## src/rtl/feature_mem_seq.sv

```systemverilog
// feature_mem_seq: load/slide sequencer for the Tn-group scratchpad feature memory
module feature_mem_seq #(
  parameter int Tn             = 4,
  parameter int KERNEL_SIZE    = 3,
  parameter int DATA_BUS_WIDTH = 32,
  parameter int WR_LAT         = 2
) (
  input  logic                      clk,
  input  logic                      rst,
  input  logic                      start,
  input  logic                      mode,
  input  logic [DATA_BUS_WIDTH-1:0] in_data,
  input  logic                      in_valid,
  output logic                      in_ready,
  output logic                      wr_en,
  output logic [3:0]                wr_mem_group,
  output logic [3:0]                wr_mem_line,
  output logic [DATA_BUS_WIDTH-1:0] wr_data,
  output logic                      rd_en,
  output logic [3:0]                rd_mem_line,
  input  logic                      out_ready,
  output logic [3:0]                head_line,
  output logic                      busy,
  output logic                      done
);
  localparam logic [2:0] IDLE = 3'd0;
  localparam logic [2:0] LOAD = 3'd1;
  localparam logic [2:0] WAIT = 3'd2;
  localparam logic [2:0] READ = 3'd3;
  localparam logic [2:0] DONE = 3'd4;
  localparam logic [3:0] G_LAST = 4'(Tn - 1);
  localparam logic [3:0] K_LAST = 4'(KERNEL_SIZE - 1);
  logic [2:0] state;
  logic       mode_r;
  logic [3:0] grp_cnt, line_cnt, rd_cnt, wait_cnt;
  logic       accept, last_beat;
  logic [4:0] rd_sum;
  logic [3:0] rd_line, head_next;
  assign in_ready = state == LOAD;
  assign busy     = state != IDLE;
  assign done     = state == DONE;
  // beat handshake, last-beat detect and modulo-KERNEL_SIZE line arithmetic
  always_comb begin
    accept    = in_valid & in_ready;
    last_beat = accept && grp_cnt == G_LAST && (mode_r || line_cnt == K_LAST);
    rd_sum    = {1'b0, head_line} + {1'b0, rd_cnt};
    rd_line   = rd_sum >= 5'(KERNEL_SIZE) ? 4'(rd_sum - 5'(KERNEL_SIZE)) : rd_sum[3:0];
    head_next = head_line == K_LAST ? 4'd0 : head_line + 4'd1;
  end
  // register accepted beats onto the memory write port one cycle later
  always_ff @(posedge clk or negedge rst) begin
    if (!rst) begin
      wr_en        <= 1'b0;
      wr_data      <= '0;
      wr_mem_group <= 4'd0;
      wr_mem_line  <= 4'd0;
    end else begin
      wr_en   <= accept;
      wr_data <= accept ? in_data : '0;
      if (accept) begin
        wr_mem_group <= grp_cnt;
        wr_mem_line  <= line_cnt;
      end
    end
  end
  // issue one line read per cycle the consumer is ready, oldest line first
  always_ff @(posedge clk or negedge rst) begin
    if (!rst) begin
      rd_en       <= 1'b0;
      rd_mem_line <= 4'd0;
    end else begin
      rd_en <= state == READ && out_ready;
      if (state == READ && out_ready) rd_mem_line <= rd_line;
    end
  end
  // operation FSM with write/read counters and circular head pointer
  always_ff @(posedge clk or negedge rst) begin
    if (!rst) begin
      state     <= IDLE;
      mode_r    <= 1'b0;
      grp_cnt   <= 4'd0;
      line_cnt  <= 4'd0;
      rd_cnt    <= 4'd0;
      wait_cnt  <= 4'd0;
      head_line <= 4'd0;
    end else begin
      case (state)
        IDLE: if (start) begin
          state    <= LOAD;
          mode_r   <= mode;
          grp_cnt  <= 4'd0;
          rd_cnt   <= 4'd0;
          line_cnt <= mode ? head_line : 4'd0;
          if (!mode) head_line <= 4'd0;
        end
        LOAD: if (accept) begin
          if (last_beat) begin
            state    <= WR_LAT == 0 ? READ : WAIT;
            wait_cnt <= 4'(WR_LAT);
            if (mode_r) head_line <= head_next;
          end else if (mode_r || line_cnt == K_LAST) begin
            grp_cnt <= grp_cnt + 4'd1;
            if (!mode_r) line_cnt <= 4'd0;
          end else begin
            line_cnt <= line_cnt + 4'd1;
          end
        end
        WAIT: begin
          wait_cnt <= wait_cnt - 4'd1;
          if (wait_cnt <= 4'd1) state <= READ;
        end
        READ: if (out_ready) begin
          rd_cnt <= rd_cnt + 4'd1;
          if (rd_cnt == K_LAST) state <= DONE;
        end
        default: state <= IDLE;
      endcase
    end
  end
endmodule

```

## config.mk

```make
export PLATFORM = sky130hd
export DESIGN_NAME = feature_mem_seq
export DESIGN_NICKNAME = d
export VERILOG_FILES = /design/src/rtl/feature_mem_seq.sv
export SDC_FILE = /design/constraint.sdc
export NUM_CORES = 1
export LEC_CHECK = 0
export CAP_MARGIN = 40
export CORE_ASPECT_RATIO = 0.7
export CORE_MARGIN = 4
export CORE_UTILIZATION = 40
export CTS_CLUSTER_SIZE = 24
export DETAILED_ROUTE_END_ITERATION = 8
export GPL_TIMING_DRIVEN = 0
export PLACE_DENSITY = 0.69
export SLEW_MARGIN = 5
export SYNTH_ARGS = -nofsm -noshare
export SYNTH_HDL_FRONTEND = slang
export SYNTH_SLANG_ARGS = --single-unit
```

## constraint.sdc

```tcl
create_clock -name clk -period 5 [get_ports clk]
set_input_delay 0.5 -clock clk [delete_from_list [all_inputs] [get_ports clk]]
set_output_delay 0.5 -clock clk [all_outputs]
set_load 0.005 [all_outputs]
```

==> flow_summary.ini, run 1 <==
[clocking]
cts_tree = done
clk_pin_slew_ns = 0.08
post_cts_buffers = 0
cts_resized = 0
clockBufferDepth = 2
cts_made_buffers = 9
root_buffer = clkbuf_8
cts_num_sinks = 70
htree_levels = 3
clk_latency_ns = 0.34
hold_buffers = 0

[placed_design]
dp_worst_setup_slack_ns = 2.25
hpwl_mm = 5.09
io_buffers = 90
place.gp.congestion = 0.786

[layout]
layout-drive-gt1-share = 0.102
fillers = 664
area_delta_synth_final_pct = 41.1
diodes = 0
fin_util = 0.594
final_net_count = 437

[timing]
finalSetupViolations = 0
fin_worst_skew_ns = 0.0104
fmax_mhz = 362
rsz0062_at_grt = false
hold_violations = 0
relSlewSlack = 0.730
drv_slew = 0
fin_setup_tns_ns = 0
tightestPinTransition_ns = 0.406
setup_ws_ns = 2.24
fin_crit_sh = 0.552
fin_crit_ns = 2.76

[power_and_ir_drop]
pwr_density_cell_mw_per_mm2 = 429
power_switching_share = 0.314
ir_drop_mv = 0.298
leakage_nw = 2.02
clockPowerShare = 0.280
p_sw_mw = 0.597
internal_power_mw = 1.30
p_comb_frac = 0.305
seq_power_share = 0.415
total_power_mw = 1.90

[detailed_routing]
ant_nets = 0
drt-total-wl_mm = 6.77
drc = 0
viasPerCell = 4.82
wl_per_cell_um = 13.9
drt_iter0_markers = 113
vias = 2355
firstDrtPassIters = 4

[synth]
synth_top_area_cell = dfrtp_1
synthCells = 284
synth_edf_count = 0
synth_top_area_frac = 0.558
ys_warn_count = 0
synth_area_leaders = dfrtp_1 56%, and2_1 6.8%, nand2_1 4.9%, ha_1 4.8%, o21ai_1 1.8%
synth-seq-area-share = 0.558
syn_area_mm2 = 0.00314
synth_nets = 335
ys_types = 51
synth_top_flop_cell = dfrtp_1
async_flop_share = 1.00
syn_area_per_cell_um2 = 11.0
synth-seq-cells = 70

[global_route]
grt_pass1_vias = 2337
grt_first_pass_wirelength_mm = 11.1
grtUsageTotal = 0.152
grt_max_degree = 47
gr-total-overflow = 0
antenna_found_initial = 0

[worst_setup_path]
path_cells = ha_1 -> fa_1 -> ha_1 -> or3_1 -> a31oi_1 -> o211ai_2 -> mux2i_1 -> a21oi_1
max_stage_delay_ns = 0.51
crit_family = adder cells
crit_path_top_delay_cell = fa_1
start_kind = flip-flop
arrival_ns = 2.99
worstPathRequired_ns = 5.23
worstSetupPathType = reg -> reg
worst_setup_path_end_kind = flip-flop
critPathMostFrequentCell = ha_1
path_buf_inv = 0
crit_fanout = 9

[die]
dieWidth_um = 114
core_area_mm2 = 0.00745
io_pins = 91
die_h_um = 82.1
die_area_mm2 = 0.00935
rows = 26
start_util = 0.421

[worst_hold_path]
hp-class = in -> async

[outcome]
outcome = finished, final reports clean

[flow_run]
maxCapViolations = 0
==> worst paths after layout <==
check,from,to,slack (ns),cells after the start
worst max register to register,head_line[0],rd_mem_line[1],2.24,8
max in group asynchronous,rst,wr_data[17],4.40,2
worst min register to register,wr_mem_line[2],wr_mem_line[2],0.48,2
worst min-delay path,rst,line_cnt[1],0.06,1
min in group clk,wr_mem_line[2],wr_mem_line[2],0.48,2
worst max-delay path,head_line[0],rd_mem_line[1],2.24,8
==> final cells by class <==
type / count / area [µm²] / area share
timing repair buffer: 91 / 926 / 0.209
buffer: 7 / 46.3 / 0.0105
clock buffer: 12 / 165 / 0.0373
sequential: 70 / 1750 / 0.396
multi-input combinational: 198 / 1290 / 0.293
inverter: 9 / 43.8 / 0.00989
clock inverter: 4 / 76.3 / 0.0172
tap: 98 / 123 / 0.0277
==> cell usage in the layout (no fill, tap or decap), drive strengths merged <==
cell,count
nor4,1
nor2,14
o211ai,4
clkinvlp,1
a21o,2
dfrtp,70
nand4,3
nor3b,4
a21oi,10
nor2b,3
a31oi,1
and3,3
o21a,3
inv,9
and2b,1
nand3,11
and2,34
nand2,43
mux2i,1
o31ai,4
or3b,1
or2,1
xnor2,4
a21boi,1
a22o,3
nand2b,2
fa,1
o41ai,1
o21ai,18
buf,6
or3,3
clkinv,1
xor2,4
nor3,5
bufinv,2
clkbuf,15
ha,12
clkdlybuf4s50,89
==> state kept, by name, summed over array words and instances (netlist names), 3 cells and up <==
name	flops
rd_mem_line	4
head_line	4
line_cnt	4
wr_mem_line	4
grp_cnt	4
wait_cnt	4
wr_mem_group	4
wr_data	32
rd_cnt	4
state	3
==> logic make-up after synthesis <==
family | Yosys count | synth area share
fa+ha+maj | 13 | 0.0542
buf+inv | 16 | 0.0287
flops | 70 | 0.558
xor+xnor | 8 | 0.0223
simple gates | 129 | 0.229
mux | 1 | 0.00319
compound gates | 47 | 0.104
==> synth_stat cells (4+ instances only) <==
library cell	instances
dfrtp_1	70
nand2_1	41
and2_1	34
nor2_1	13
ha_1	12
o21ai_1	11
a21oi_1	9
nand3_1	9
o21ai_0	7
inv_1	6
xnor2_1	4
xor2_1	4
==> through the flow <==
stage	cell area, µm²	hold WS (ns)	std cells
CTS	4430	0.0475	489
detailed placement	4190	0.426	473
floorplan	3140	0.204	284
finish	4430	0.0588	489
global route	4430	0.0595	489
global placement	4160	0.460	472
==> per-layer routing <==
layer | global-route usage | share of wire | vias to the layer above | wire length [µm]
met2 | 0.235 | 0.45 | 63 | 3070
met5 | 0 | 0 | - | 0
li1 | - | - | 1162 | -
met3 | 0.0510 | 0.058 | 5 | 394
met4 | 0.0534 | 0.0093 | 0 | 63
met1 | 0.202 | 0.48 | 1125 | 3250
==> power groups by stage <==
stage | combinational (mW) | sequential, mW | clock (mW)
finish | 0.579 | 0.787 | 0.532
detailed placement | 0.583 | 0.798 | 0
floorplan | 0.345 | 0.780 | 0
CTS | 0.586 | 0.788 | 0.551
global route | 0.652 | 0.805 | 0.580
global placement | 0.565 | 0.793 | 0
No activity file was read; power rests on OpenSTA's default activity.
==> run 2, diff against run 1 <==
PLACE_DENSITY = 0.72   (was 0.69)
clock period = 2.4 ns   (was 5 ns; I/O delays follow)
==> run 2 against run 1 <==
Net effect: the run now ends with negative setup slack left; count of clock-buffer cells in the layout fell by 2; final cell count rose by 2.2%; clock skew fell by 0.0058 ns.
==> flow_summary.ini, run 2 (synthesis results as in run 1) <==
[timing]
fin_setup_tns_ns = -0.106
rsz0062_at_grt = true
hold_violations = 0
fin_worst_skew_ns = 0.00459
fin_crit_ns = 2.47
drv_slew = 0
setup_ws_ns = -0.0745
fmax_mhz = 404
tightestPinTransition_ns = 0.392
fin_crit_sh = 1.03
finalSetupViolations = 2
relSlewSlack = 0.739

[placed_design]
io_buffers = 90
dp_cells = 473
place.gp.congestion = 0.794
placed_cell_area_mm2 = 0.00419
hpwl_mm = 5.31

[worst_setup_path]
worst_setup_path_end_kind = flip-flop
cp-startpoint = head_line[0]
worstPathRequired_ns = 2.61
worstSetupPathType = reg -> reg
max_stage_delay_ns = 0.50
path_cells = ha_4 -> fa_1 -> ha_2 -> or3_1 -> a31oi_2 -> o211ai_2 -> mux2i_2 -> a21oi_2
crit_path_top_delay_cell = fa_1
start_kind = flip-flop
crit_fanout = 2
rr_startpoint = head_line[0]
arrival_ns = 2.69

[layout]
final_cell_mix = 89 x clkdlybuf4s50_1, 67 x dfrtp_1, 41 x nand2_1
largest_register_ff_count = 32
max_flop_register = wr_data
instances_no_fill = 500
fillers = 624
area_delta_synth_final_pct = 45.3
final_net_count = 448
design_area_mm2 = 0.00456
final_common_cell = clkdlybuf4s50_1
layout-drive-gt1-share = 0.147
diodes = 0
fin_util = 0.612

[detailed_routing]
wl_per_cell_um = 14.3
ant_nets = 0
viasPerCell = 4.84
drc = 0
vias = 2421
drt_iter0_markers = 70
firstDrtPassIters = 4
drt-total-wl_mm = 7.15

[die]
rows = 26
die_area_mm2 = 0.00935
dieWidth_um = 114
die_h_um = 82.1
start_util = 0.421
core_area_mm2 = 0.00745
io_pins = 91

[global_route]
grtUsageTotal = 0.162
grt_max_degree = 53
grt_first_pass_wirelength_mm = 11.8
antenna_found_initial = 0
gr-total-overflow = 0
grt_pass1_vias = 2481

[clocking]
cts_num_sinks = 70
root_buffer = clkbuf_8
cts_made_buffers = 9
htree_levels = 3
clk_pin_slew_ns = 0.07
clk_latency_ns = 0.33
clockBufferDepth = 2
cts_tree = done

[worst_hold_path]
hp-class = in -> async

[power_and_ir_drop]
pwr_density_cell_mw_per_mm2 = 946
ir_drop_mv = 0.478
leakage_nw = 2.08
total_power_mw = 4.31

[outcome]
failed_checks = negative setup slack
outcome = finished, violations left

[flow_run]
maxCapViolations = 0
-- run 2: cell count changes in the layout (fill, tap and decap cells not counted), moves of 2 or more --
| cell | previous run | this run |
|---|---|---|
| ha_1 | 12 | 10 |
| dfrtp_2 | 0 | 3 |
| clkbuf_8 | 12 | 10 |
| buf_4 | 1 | 11 |
| dfrtp_1 | 70 | 67 |
| clkinv_2 | 0 | 2 |
-- run 2: timing repair --
item,in CTS,in global routing
resized for setup,6,1
endpoints found under the hold margin,18,0
hold buffers,1,0
cloned,0,0
setup buffers,7,3
endpoints found under the setup margin,4,3
pin swaps,5,0
-- run 2: final timing paths --
path                            depth (start not counted)              end  slack [ns]
min in group clk                                        2      wr_data[11]        0.45
worst max register to register                          8   rd_mem_line[1]       -0.07
max in group asynchronous                               3     head_line[1]        1.54
worst min register to register                          2  wr_mem_group[3]        0.48
worst min-delay path                                    2      wait_cnt[0]        0.32
worst max-delay path                                    8   rd_mem_line[1]       -0.07
-- run 2: worst max-delay path, delay by kind of cell, from the launching register on --
family	cells	cell delay (ns)
muxes	1	0.29
adders and majority gates	3	0.88
and+or+nand+nor	1	0.32
AOI/OAI and AO/OA	3	0.43
DFF	1	0.44
-- run 2: layout make-up --
| cell class | instances | area [µm²] | share of cell area |
|---|---|---|---|
| Sequential cell | 70 | 1760 | 0.385 |
| Multi-Input combinational cell | 198 | 1330 | 0.292 |
| Timing Repair Buffer | 102 | 1010 | 0.222 |
| Clock buffer | 10 | 138 | 0.0302 |
| Tap cell | 98 | 123 | 0.0269 |
| Clock inverter | 6 | 109 | 0.0239 |
| Buffer | 7 | 46.3 | 0.0102 |
| Inverter | 9 | 43.8 | 0.00961 |
-- run 2: per-layer routing --
metal / part of all wire / up-vias / track usage
li1: - / 1192 / -
met1: 0.43 / 1161 / 0.197
met2: 0.50 / 60 / 0.270
met3: 0.054 / 8 / 0.0510
met4: 0.015 / 0 / 0.0676
met5: 0 / - / 0
-- run 2: per-stage QoR --
step	setup slack [ns]	hold WS, ns
6_report	-0.0745	0.322
5_1_grt	-0.100	0.359
4_1_cts	0.0325	0.309
3_5_place_dp	-0.294	0.137
3_3_place_gp	-1.55	0.458
2_1_floorplan	0.0237	-0.0556
-- run 2: where the power goes --
part / internal (mW) / leakage [nW] / switching (mW)
registers: 1.41 / 0.934 / 0.219
logic: 0.825 / 1.02 / 0.705
clock network: 0.717 / 0.126 / 0.431
==> run 3, diff against run 2 <==
CORE_MARGIN = unset   (was 4)
GPL_TIMING_DRIVEN = 1   (was 0)
PLACE_DENSITY = 0.69   (was 0.72)
clock period = 3.2 ns   (was 2.4 ns; I/O delays follow)
==> run 3 against run 2 <==
Net effect: the run now ends clean; utilization is 2.3 points lower; worst setup slack improved by 0.61 ns; sequential share of layout area rose by 1.4 points; combinational power fell by 44%; clock power decreased by 30%; sequential power down 24%; final cell count is 3.2% lower.
==> flow_summary.ini, run 3 (synthesis results as in run 1) <==
[clocking]
post_cts_buffers = 0
htree_levels = 3
cts_resized = 0
cts_made_buffers = 9
clockBufferDepth = 2
hold_buffers = 1
cts_num_sinks = 70
cts_tree = done
root_buffer = clkbuf_8
clk_latency_ns = 0.34
clk_pin_slew_ns = 0.08

[layout]
layout-drive-gt1-share = 0.0959
final_net_count = 432
diodes = 0
final_cell_mix = 89 x clkdlybuf4s50_1, 70 x dfrtp_1, 41 x nand2_1
final_common_cell = clkdlybuf4s50_1
area_delta_synth_final_pct = 39.8
largest_register_ff_count = 32
max_flop_register = wr_data

[die]
core_area_mm2 = 0.00745
dieWidth_um = 108
rows = 26
io_pins = 91
start_util = 0.421
die_area_mm2 = 0.00821
die_h_um = 76.1

[global_route]
gr-total-overflow = 0
grt_first_pass_wirelength_mm = 11.3
grt_max_degree = 44
antenna_found_initial = 0
grtUsageTotal = 0.180
grt_pass1_vias = 2308

[detailed_routing]
drt_iter0_markers = 129
drc = 0
viasPerCell = 4.83
vias = 2338
firstDrtPassIters = 4
wl_per_cell_um = 13.6
ant_nets = 0
drt-total-wl_mm = 6.61

[power_and_ir_drop]
total_power_mw = 2.91
pwr_density_cell_mw_per_mm2 = 664
leakage_nw = 2.00
ir_drop_mv = 0.471

[worst_hold_path]
hp-class = reg -> reg
min_from = wr_mem_line[2]

[outcome]
outcome = finished, final reports clean

[worst_setup_path]
crit_fanout = 9
worst_setup_path_end_kind = flip-flop
start_kind = flip-flop
cp-startpoint = head_line[0]
worstSetupPathType = reg -> reg
worstPathRequired_ns = 3.42
rr_startpoint = head_line[0]
arrival_ns = 2.88

[timing]
fin_worst_skew_ns = 0.00649
drv_slew = 0
finalSetupViolations = 0
fin_crit_ns = 2.66
relSlewSlack = 0.654
fmax_mhz = 376
hold_slack_ns = 0.479
tightestPinTransition_ns = 0.518
rsz0062_at_grt = false
fin_setup_tns_ns = 0
fin_crit_sh = 0.831
hold_violations = 0

[placed_design]
hpwl_mm = 4.70
io_buffers = 90
place.gp.congestion = 0.764

[flow_run]
maxCapViolations = 0
run 3: changes by cell type in the layout (fill, tap and decap cells not counted), moves of 2 or more:
| cell | before | now |
|---|---|---|
| buf_4 | 11 | 1 |
| clkbuf_1 | 3 | 0 |
| dfrtp_1 | 67 | 70 |
| dfrtp_2 | 3 | 0 |
| buf_2 | 3 | 1 |
| ha_1 | 10 | 12 |
run 3: metal layers:
| metal | up-vias | part of all wire | track usage |
|---|---|---|---|
| met3 | 4 | 0.049 | 0.0565 |
| met5 | - | 0 | 0 |
| met4 | 0 | 0.0077 | 0.0589 |
| met1 | 1113 | 0.48 | 0.246 |
| met2 | 61 | 0.47 | 0.270 |
| li1 | 1160 | - | - |
run 3: layout make-up:
type,count,area (µm²)
clock buffer,11,151
clock inverter,5,81.3
fill,646,3060
inverter,9,43.8
multi-input combinational,198,1290
sequential,70,1750
tap,98,123
timing repair buffer,93,941
run 3: worst max-delay path: stages, from the launching register on:
cell and delay (ns):
dfrtp_1 0.49, ha_1 0.29, fa_1 0.50, ha_1 0.25, or3_1 0.37, a31oi_1 0.22
o211ai_2 0.17, mux2i_1 0.17, a21oi_1 0.08
run 3: power breakdown:
group | leakage (nW) | total [mW] | switching, mW | internal (mW)
logic | 0.947 | 0.864 | 0.400 | 0.464
clock network | 0.116 | 0.806 | 0.325 | 0.481
registers | 0.938 | 1.24 | 0.186 | 1.06
total | 2.00 | 2.91 | 0.911 | 2.00
run 3: final timing paths:
path                             endpoint  slack, ns  depth (start not counted)
min                        wr_mem_line[2]       0.48                          2
min reg2reg                wr_mem_line[2]       0.48                          2
max                        rd_mem_line[1]       0.54                          8
min in group asynchronous  wr_mem_line[0]       0.52                          3
max reg2reg                rd_mem_line[1]       0.54                          8
max in group asynchronous     wr_data[20]       2.14                          4
run 3: per-stage QoR:
step / std cells / instance area, µm² / util / worst slack (ns)
floorplan: 284 / 3140 / - / 0.743
global placement: 466 / 4120 / 0.553 / 0.614
detailed placement: 467 / 4140 / 0.556 / 0.566
CTS: 484 / 4390 / 0.589 / 0.550
global route: 484 / 4390 / 0.589 / 0.345
finish: 484 / 4390 / 0.589 / 0.540
